--- src/rtl/ram_arbiter_if.sv ---
// Bus bundle between the CPU requester, the video fetch path, the shared RAM and ram_arbiter.
// The arbiter takes the slave modport; requesters and the RAM model sit on the master side.
interface ram_arbiter_if #(
   parameter int A = 12,
   parameter int D = 8
);
   logic         cpu_req;
   logic         cpu_rw;
   logic [A-1:0] cpu_addr;
   logic [D-1:0] cpu_wdata;
   logic         cpu_gnt;
   logic         cpu_rvalid;
   logic [D-1:0] cpu_rdata;

   logic         vid_req;
   logic [A-1:0] vid_addr;
   logic         vid_urgent;
   logic         vid_gnt;
   logic         vid_rvalid;
   logic [D-1:0] vid_rdata;

   logic         ram_cs;
   logic         ram_rw;
   logic [A-1:0] ram_addr;
   logic [D-1:0] ram_wdata;
   logic [D-1:0] ram_rdata;

   modport slave (
      input  cpu_req, cpu_rw, cpu_addr, cpu_wdata,
      input  vid_req, vid_addr, vid_urgent,
      input  ram_rdata,
      output cpu_gnt, cpu_rvalid, cpu_rdata,
      output vid_gnt, vid_rvalid, vid_rdata,
      output ram_cs, ram_rw, ram_addr, ram_wdata
   );

   modport master (
      output cpu_req, cpu_rw, cpu_addr, cpu_wdata,
      output vid_req, vid_addr, vid_urgent,
      output ram_rdata,
      input  cpu_gnt, cpu_rvalid, cpu_rdata,
      input  vid_gnt, vid_rvalid, vid_rdata,
      input  ram_cs, ram_rw, ram_addr, ram_wdata
   );
endinterface

--- src/rtl/ram_arbiter.sv ---
// Single-port RAM arbiter between CPU and video fetch: one access per clk, CPU anti-starvation.
// Optional ARB_STATS_EN adds saturating conflict / forced-grant counters with stat_clr.
module ram_arbiter #(
   parameter int A        = 12,
   parameter int D        = 8,
   parameter int MAX_WAIT = 15,
   parameter int STAT_W   = 16
) (
   input  logic         clk,
   input  logic         reset_n,
   ram_arbiter_if.slave bus
`ifdef ARB_STATS_EN
   ,
   input  logic              stat_clr,
   output logic [STAT_W-1:0] stat_conflicts,
   output logic [STAT_W-1:0] stat_forced
`endif
);

   localparam int WAIT_W = $clog2(MAX_WAIT + 1);

   typedef enum logic {OWN_CPU = 1'b0, OWN_VID = 1'b1} owner_t;
   typedef enum logic [1:0] {MODE_FORCE_CPU, MODE_VID_PRI, MODE_RR} mode_t;

   if (MAX_WAIT < 1) begin : g_bad_max_wait
      $error("MAX_WAIT must be >= 1");
   end
   if (STAT_W < 1) begin : g_bad_stat_w
      $error("STAT_W must be >= 1");
   end

   owner_t            last_q;
   logic [WAIT_W-1:0] cpu_wait_q;
   logic              cpu_rvalid_p1;
   logic              vid_rvalid_p1;
   mode_t             mode;
   logic              force_cpu;
   logic              cpu_win;
   logic              vid_win;

   function automatic logic [WAIT_W-1:0] wait_sat_inc(input logic [WAIT_W-1:0] v);
      if (v >= WAIT_W'(MAX_WAIT)) return WAIT_W'(MAX_WAIT);
      return v + 1'b1;
   endfunction

   // Arbitration: mode and winner decided from registered state and current requests
   always_comb begin
      mode      = MODE_RR;
      cpu_win   = 1'b0;
      vid_win   = 1'b0;
      force_cpu = bus.cpu_req && (cpu_wait_q == WAIT_W'(MAX_WAIT));
      if (force_cpu)           mode = MODE_FORCE_CPU;
      else if (bus.vid_urgent) mode = MODE_VID_PRI;
      case (mode)
         MODE_FORCE_CPU: cpu_win = 1'b1;
         MODE_VID_PRI: begin
            vid_win = bus.vid_req;
            cpu_win = !bus.vid_req && bus.cpu_req;
         end
         default: begin
            if (bus.cpu_req && bus.vid_req) begin
               cpu_win = (last_q == OWN_VID);
               vid_win = (last_q == OWN_CPU);
            end else begin
               cpu_win = bus.cpu_req;
               vid_win = bus.vid_req;
            end
         end
      endcase
      // Nothing may reach the RAM while reset is held, whatever the requesters do
      if (!reset_n) begin
         cpu_win = 1'b0;
         vid_win = 1'b0;
      end
   end

   always_comb begin
      bus.cpu_gnt   = cpu_win;
      bus.vid_gnt   = vid_win;
      bus.ram_cs    = cpu_win || vid_win;
      bus.ram_rw    = reset_n ? (cpu_win ? bus.cpu_rw : 1'b1) : 1'b0;
      bus.ram_addr  = cpu_win ? bus.cpu_addr : (vid_win ? bus.vid_addr : '0);
      bus.ram_wdata = cpu_win ? bus.cpu_wdata : '0;
   end

   // Stage p1: ownership of the read data the RAM returns one cycle after the grant
   always_ff @(posedge clk or negedge reset_n) begin
      if (!reset_n) begin
         last_q        <= OWN_VID;
         cpu_wait_q    <= '0;
         cpu_rvalid_p1 <= 1'b0;
         vid_rvalid_p1 <= 1'b0;
      end else begin
         if (cpu_win)      last_q <= OWN_CPU;
         else if (vid_win) last_q <= OWN_VID;
         if (cpu_win || !bus.cpu_req) cpu_wait_q <= '0;
         else if (vid_win)            cpu_wait_q <= wait_sat_inc(cpu_wait_q);
         cpu_rvalid_p1 <= cpu_win && bus.cpu_rw;
         vid_rvalid_p1 <= vid_win;
      end
   end

   assign bus.cpu_rvalid = cpu_rvalid_p1;
   assign bus.vid_rvalid = vid_rvalid_p1;
   assign bus.cpu_rdata  = bus.ram_rdata;
   assign bus.vid_rdata  = bus.ram_rdata;

`ifdef ARB_STATS_EN
   function automatic logic [STAT_W-1:0] stat_sat_inc(input logic [STAT_W-1:0] v);
      if (&v) return v;
      return v + 1'b1;
   endfunction

   always_ff @(posedge clk or negedge reset_n) begin
      if (!reset_n) begin
         stat_conflicts <= '0;
         stat_forced    <= '0;
      end else if (stat_clr) begin
         stat_conflicts <= '0;
         stat_forced    <= '0;
      end else begin
         if (bus.cpu_req && bus.vid_req) stat_conflicts <= stat_sat_inc(stat_conflicts);
         if (force_cpu)                  stat_forced    <= stat_sat_inc(stat_forced);
      end
   end
`endif

endmodule

--- src/flat_wrapper.sv ---
// flat-port wrapper written by rule: the top's interface ports become plain ports
module ram_arbiter_flat 
#(
   parameter int A        = 12,
   parameter int D        = 8,
   parameter int MAX_WAIT = 15,
   parameter int STAT_W   = 16
)
  (clk, reset_n, bus_cpu_req, bus_cpu_rw, bus_cpu_addr, bus_cpu_wdata, bus_vid_req, bus_vid_addr, bus_vid_urgent, bus_ram_rdata, bus_cpu_gnt, bus_cpu_rvalid, bus_cpu_rdata, bus_vid_gnt, bus_vid_rvalid, bus_vid_rdata, bus_ram_cs, bus_ram_rw, bus_ram_addr, bus_ram_wdata);
  ram_arbiter_if #(.A(A), .D(D)) bus_i ();
  input  logic clk;
  input  logic reset_n;
  input wire logic [$bits(bus_i.cpu_req)-1:0] bus_cpu_req;
  input wire logic [$bits(bus_i.cpu_rw)-1:0] bus_cpu_rw;
  input wire logic [$bits(bus_i.cpu_addr)-1:0] bus_cpu_addr;
  input wire logic [$bits(bus_i.cpu_wdata)-1:0] bus_cpu_wdata;
  input wire logic [$bits(bus_i.vid_req)-1:0] bus_vid_req;
  input wire logic [$bits(bus_i.vid_addr)-1:0] bus_vid_addr;
  input wire logic [$bits(bus_i.vid_urgent)-1:0] bus_vid_urgent;
  input wire logic [$bits(bus_i.ram_rdata)-1:0] bus_ram_rdata;
  output wire logic [$bits(bus_i.cpu_gnt)-1:0] bus_cpu_gnt;
  output wire logic [$bits(bus_i.cpu_rvalid)-1:0] bus_cpu_rvalid;
  output wire logic [$bits(bus_i.cpu_rdata)-1:0] bus_cpu_rdata;
  output wire logic [$bits(bus_i.vid_gnt)-1:0] bus_vid_gnt;
  output wire logic [$bits(bus_i.vid_rvalid)-1:0] bus_vid_rvalid;
  output wire logic [$bits(bus_i.vid_rdata)-1:0] bus_vid_rdata;
  output wire logic [$bits(bus_i.ram_cs)-1:0] bus_ram_cs;
  output wire logic [$bits(bus_i.ram_rw)-1:0] bus_ram_rw;
  output wire logic [$bits(bus_i.ram_addr)-1:0] bus_ram_addr;
  output wire logic [$bits(bus_i.ram_wdata)-1:0] bus_ram_wdata;
  assign bus_i.cpu_req = bus_cpu_req;
  assign bus_i.cpu_rw = bus_cpu_rw;
  assign bus_i.cpu_addr = bus_cpu_addr;
  assign bus_i.cpu_wdata = bus_cpu_wdata;
  assign bus_i.vid_req = bus_vid_req;
  assign bus_i.vid_addr = bus_vid_addr;
  assign bus_i.vid_urgent = bus_vid_urgent;
  assign bus_i.ram_rdata = bus_ram_rdata;
  assign bus_cpu_gnt = bus_i.cpu_gnt;
  assign bus_cpu_rvalid = bus_i.cpu_rvalid;
  assign bus_cpu_rdata = bus_i.cpu_rdata;
  assign bus_vid_gnt = bus_i.vid_gnt;
  assign bus_vid_rvalid = bus_i.vid_rvalid;
  assign bus_vid_rdata = bus_i.vid_rdata;
  assign bus_ram_cs = bus_i.ram_cs;
  assign bus_ram_rw = bus_i.ram_rw;
  assign bus_ram_addr = bus_i.ram_addr;
  assign bus_ram_wdata = bus_i.ram_wdata;
  ram_arbiter #(.A(A), .D(D), .MAX_WAIT(MAX_WAIT), .STAT_W(STAT_W)) u_core (.clk(clk), .reset_n(reset_n), .bus(bus_i));
endmodule
--- config.mk ---
export PLATFORM = sky130hd
export DESIGN_NAME = ram_arbiter_flat
export DESIGN_NICKNAME = d
export VERILOG_FILES = /design/src/rtl/ram_arbiter_if.sv /design/src/rtl/ram_arbiter.sv /design/src/flat_wrapper.sv
export SDC_FILE = /design/constraint.sdc
export NUM_CORES = 1
export LEC_CHECK = 0
export ABC_AREA = 1
export CAP_MARGIN = 20
export CORE_MARGIN = 2
export CORE_UTILIZATION = 27
export CTS_BUF_LIST = sky130_fd_sc_hd__clkbuf_2 sky130_fd_sc_hd__clkbuf_4 sky130_fd_sc_hd__clkbuf_8
export CTS_CLUSTER_DIAMETER = 200
export CTS_CLUSTER_SIZE = 25
export DETAILED_ROUTE_END_ITERATION = 10
export GPL_TIMING_DRIVEN = 0
export PLACE_DENSITY = 0.76
export SYNTH_ARGS = -nofsm -noshare
export SYNTH_HDL_FRONTEND = slang
export SYNTH_SLANG_ARGS = --single-unit
--- constraint.sdc ---
create_clock -name clk -period 1.37 [get_ports clk]
set_clock_uncertainty 0.05 [all_clocks]
set_input_delay 0.137 -clock clk [delete_from_list [all_inputs] [get_ports clk]]
set_output_delay 0.137 -clock clk [all_outputs]
set_load 0.005 [all_outputs]
==> After elaboration in Yosys (flattened, before gate mapping) <==
Cells that the tools add are included.
{ "totals": {"elab_cells": 42, "out_inout_bits": 42, "register_bits": 7, "inputBits": 46} }
{ "op_classes": {"n_addsub": 1, "mux": 22, "n_eq_ne": 2, "magnitude_cmp": 1, "n_reduce_logical": 11, "bitwise_logic": 1} }
{ "ops": {"columns": ["op", "count"], "rows": [
  ["12-bit two-way mux", 2],
  ["4-bit two-way mux", 4],
  ["1-bit two-way mux", 11],
  ["8-bit two-way mux", 1],
  ["4-bit by 1-bit adder with 4-bit output (second input constant)", 1],
  ["4-bit == test (second input constant)", 1],
  ["4-bit greater-or-equal comparator (second input constant)", 1],
  ["1-bit logical AND", 4],
  ["2-bit two-way mux", 2],
  ["1-bit one-hot mux with 2 select lines", 2],
  ["2-bit nonzero test", 2],
  ["2-bit by 1-bit == test with 1-bit output (second input constant)", 1],
  ["1-bit zero test", 2],
  ["2-bit zero test", 1],
  ["1-bit logical OR", 2],
  ["1-bit NOT", 1]
]} }

==> Depth between registers and ports, before layout <==
{ "depth": {"word_depth": 11, "depth_mapped": 7, "ltp_nobuf": 6} }

==> Worst setup path before layout <==
OpenSTA, ideal clock, no wires.
{ "synth_path": {"path_type": "flip-flop to output port", "startpoint": "register u_core.cpu_wait_q[0]", "endpoint": "output bus_ram_addr[0]", "n_path_buf": 1, "required_ns": 1.183, "arrival_ns": 1.162, "stages_incl_launch_ff": 8, "slack_ns": 0.021, "cell_sequence": "dfrtp_1 > ha_1 > nand3_4 > nand2_2 > nand2_2 > buf_6 > nand3_1 > nand2_1"} }
{ "synth_between": {"elab_chain_len": 8, "elab_cells_between_ends": 11, "cone_classes": "eq/ne (2); mux (7); reduce/logical (2)"} }
{ "synth_rtl": {"columns": ["element", "line", "text"], "rows": [
  ["start, declared", "ram_arbiter.sv:33", "logic [WAIT_W-1:0] cpu_wait_q;"],
  ["start signal, assigned", "ram_arbiter.sv:97", "else if (vid_win) cpu_wait_q <= wait_sat_inc(cpu_wait_q);"],
  ["4-bit == test (*)", "ram_arbiter.sv:51", "force_cpu = bus.cpu_req && (cpu_wait_q == WAIT_W'(MAX_WAIT));"],
  ["1-bit logical AND (*)", "ram_arbiter.sv:51", null],
  ["2-bit two-way mux (*)", "ram_arbiter.sv:52", "if (force_cpu) mode = MODE_FORCE_CPU;"],
  ["2-bit by 1-bit == test with 1-bit output or 2-bit zero test (tied branches)", "ram_arbiter.sv:54", "case (mode)"],
  ["1-bit one-hot mux with 2 select lines", "ram_arbiter.sv:54", null],
  ["1-bit two-way mux", "ram_arbiter.sv:71", "if (!reset_n) begin"],
  ["12-bit two-way mux", "ram_arbiter.sv:82", "bus.ram_addr = cpu_win ? bus.cpu_addr : (vid_win ? bus.vid_addr : '0);"],
  ["12-bit two-way mux (*)", "ram_arbiter.sv:82", null],
  ["end, declared", "flat_wrapper.sv:29", "output wire logic [$bits(bus_i.ram_addr)-1:0] bus_ram_addr;"]
]} }
Mark *: on every way between the ends. The rest lies on a longest branch, timed or not.

==> Final worst setup path <==
{ "layout_path": {"startpoint": "register u_core.cpu_wait_q[0]", "endpoint": "output bus_ram_addr[5]"} }
Same word-level chain as after synthesis.

==> flow_metrics.env <==
export IMPL_min_period_ps=1730
export IMPL_numPortBuffers=79
export IMPL_max_freq_ghz=0.577
export IMPL_synthMuxAreaShare_pct=0
export IMPL_place_area_um2=1700
export IMPL_p_per_area_nw_per_um2=476
export IMPL_gp_congestion=0.699
export IMPL_setup_tns_ps=-7470
export IMPL_num_nets_final=278
export IMPL_area_growth_pct=123
export IMPL_grt_pass1_wl_um=4310
export IMPL_synth_xor_area_share_pct=1.03
export IMPL_worstHoldPathCells=4
export IMPL_dp_cells=250
export IMPL_cts_htree_levels=1
export IMPL_insertion_delay_ps=250
export IMPL_rsz0062_at_grt="true"
export IMPL_initial_core_util_pct=28.1
export IMPL_synthCells=127
export IMPL_ir_drop_v=0.000415
export IMPL_yosys_warnings=0
export IMPL_coreArea_um2=3030
export IMPL_timing_final_crit_share_pct=126
export IMPL_vias=1155
export IMPL_synth_simple_area_share_pct=48.2
export IMPL_yosysSeqAreaShare_pct=20.7
export IMPL_start_kind="flip-flop"
export IMPL_final_cell_mix="53 x clkdlybuf4s50_1, 30 x nand2_1, 23 x buf_4, 23 x buf_2"
export IMPL_cts_tree="built"
export IMPL_setup_ws_ps=-362
export IMPL_hold_viol_final=0
export IMPL_synth_seq_cells=7
export IMPL_ios=88
export IMPL_cp_end_kind="output pin"
export IMPL_via_per_inst=4.22
export IMPL_synth_compound_area_share_pct=0
export IMPL_cp_max_fo=4
export IMPL_ys_types=17
export IMPL_grt_max_degree=11
export IMPL_reg2reg_depth=8
export IMPL_fin_area_um2=1900
export IMPL_grt_pass1_vias=1038
export IMPL_overflow=0
export IMPL_failed_checks="setup timing"
export IMPL_dpl_worst_slack_ps=-909
export IMPL_root_buffer="clkbuf_4"
export IMPL_status="finished with violations"
export IMPL_relSlewSlack_pct=80.0
export IMPL_drcViolationCount=0
export IMPL_crit_type="flip-flop to output pin"
export IMPL_final_common_cell="clkdlybuf4s50_1"
export IMPL_synthAdderAreaFrac_pct=1.47
export IMPL_syn_cell_area_um2=851
export IMPL_path_clk_slew_ps=50
export IMPL_first_pass_iters=4
export IMPL_drive_gt1_share_pct=44.8
export IMPL_syn_avg_cell_area_um2=6.70
export IMPL_tightest_slew_ps=298
export IMPL_syn_nets=174
export IMPL_antenna_found_initial=0
export IMPL_routed_wl_um=2950
export IMPL_p_leak_nw=1.00
export IMPL_cp_arrival_ps=1550
export IMPL_setup_violations_final=27
export IMPL_dp_hpwl_um=2060
export IMPL_die_height_um=60.1
export IMPL_antennaDiodeCount=0
export IMPL_drt_iter0_drc=17
export IMPL_clock_path_buffers=2
export IMPL_die_x_um=60.1
export IMPL_cts_buffers=3
export IMPL_drtAntennaViolNets=0
export IMPL_synth_top_family_by_area="simple AND/OR/NAND/NOR gates"
export IMPL_drv_slew=0
export IMPL_power_mw=0.902
export IMPL_critPathRequiredTime_ps=1180
export IMPL_cts_sinks=7
export IMPL_stdcell_count=274
export IMPL_maxCapViolations=0
export IMPL_dieArea_um2=3620
export IMPL_rows=20
export IMPL_grt_total_usage_pct=15.5
export IMPL_hold_path_class="input pin to flip-flop"
export IMPL_wl_per_cell_um=10.8
==> layer usage <==
layer	vias up	global-route usage (%)	part of all wire, %
li1	592	-	-
met1	503	16.3	36
met2	57	29.7	53
met3	3	3.68	10
met4	0	4.76	1.0
met5	-	0	0
==> cell families (layout without fill, tap and decap cells) <==
family / after synthesis / in the layout
buffers and inverters: 39 / 142
and+or+nand+nor: 79 / 79
adders and majority gates: 1 / 1
xor gates and xnor gates: 1 / 1
DFF: 7 / 7
==> flip-flops by register name, indices dropped and copies added (netlist names) <==
name	count
u_core.bus.vid_rvalid	1
u_core.last_q	1
u_core.cpu_wait_q	4
u_core.bus.cpu_rvalid	1
==> report_power, final <==
| group | switching [mW] | internal (mW) | total (mW) |
|---|---|---|---|
| Sequential | 0.00415 | 0.220 | 0.224 |
| Combinational | 0.182 | 0.308 | 0.490 |
| Clock | 0.0811 | 0.107 | 0.188 |
==> through the flow <==
| step | utilization (%) | hold slack (ps) |
|---|---|---|
| floorplan | - | -209 |
| global placement | 56.0 | 406 |
| detailed placement | 56.0 | 409 |
| CTS | 60.6 | 228 |
| global route | 62.6 | 239 |
| finish | 62.6 | 240 |
==> area by class of cell <==
type | count | area [µm²]
Clock inverter | 1 | 5.00
Sequential cell | 7 | 176
Inverter | 18 | 67.6
Clock buffer | 3 | 22.5
Multi-Input combinational cell | 81 | 512
Buffer | 19 | 153
Fill cell | 278 | 1130
Tap cell | 44 | 55.1
Timing Repair Buffer | 101 | 905
==> worst paths after layout <==
kind                                            from                     to  slack, ps
worst max-delay path            u_core.cpu_wait_q[0]        bus_ram_addr[5]       -360
worst min-delay path                         reset_n   u_core.cpu_wait_q[2]        240
worst max register to register  u_core.cpu_wait_q[0]   u_core.cpu_wait_q[0]        -50
worst min register to register         u_core.last_q          u_core.last_q        410
max in group asynchronous                    reset_n          u_core.last_q        670
min in group asynchronous                    reset_n  u_core.bus.cpu_rvalid        320
==> cells in the mapped netlist (all sizes together) <==
master	n	share of area [%]
nand2	35	16
nand4	5	3.7
clkbuf	1	1.6
xnor2	1	1.0
nand3	29	21
dfrtp	6	18
nor2	10	7.1
buf	20	19
dfstp	1	3.1
ha	1	1.5
inv	18	7.9
==> timing repair <==
action | 4_1_cts | 5_1_grt
setup endpoints to repair | 29 | 28
hold buffers | 1 | 0
setup buffers | 15 | 4
pin swaps | 8 | 11
hold endpoints to repair | 7 | 0
cloned | 2 | 0
gates resized for setup | 128 | 10
==> worst max-delay path, cell delays in order (launching register included) <==
cell,delay (ps)
dfrtp_1,360
ha_2,210
nand3_4,100
nand2_2,100
nand2_4,60
buf_6,120
buf_6,120
nand3_2,50
nand2_1,50
buf_2,120
(Power assumes the default switching activity.)
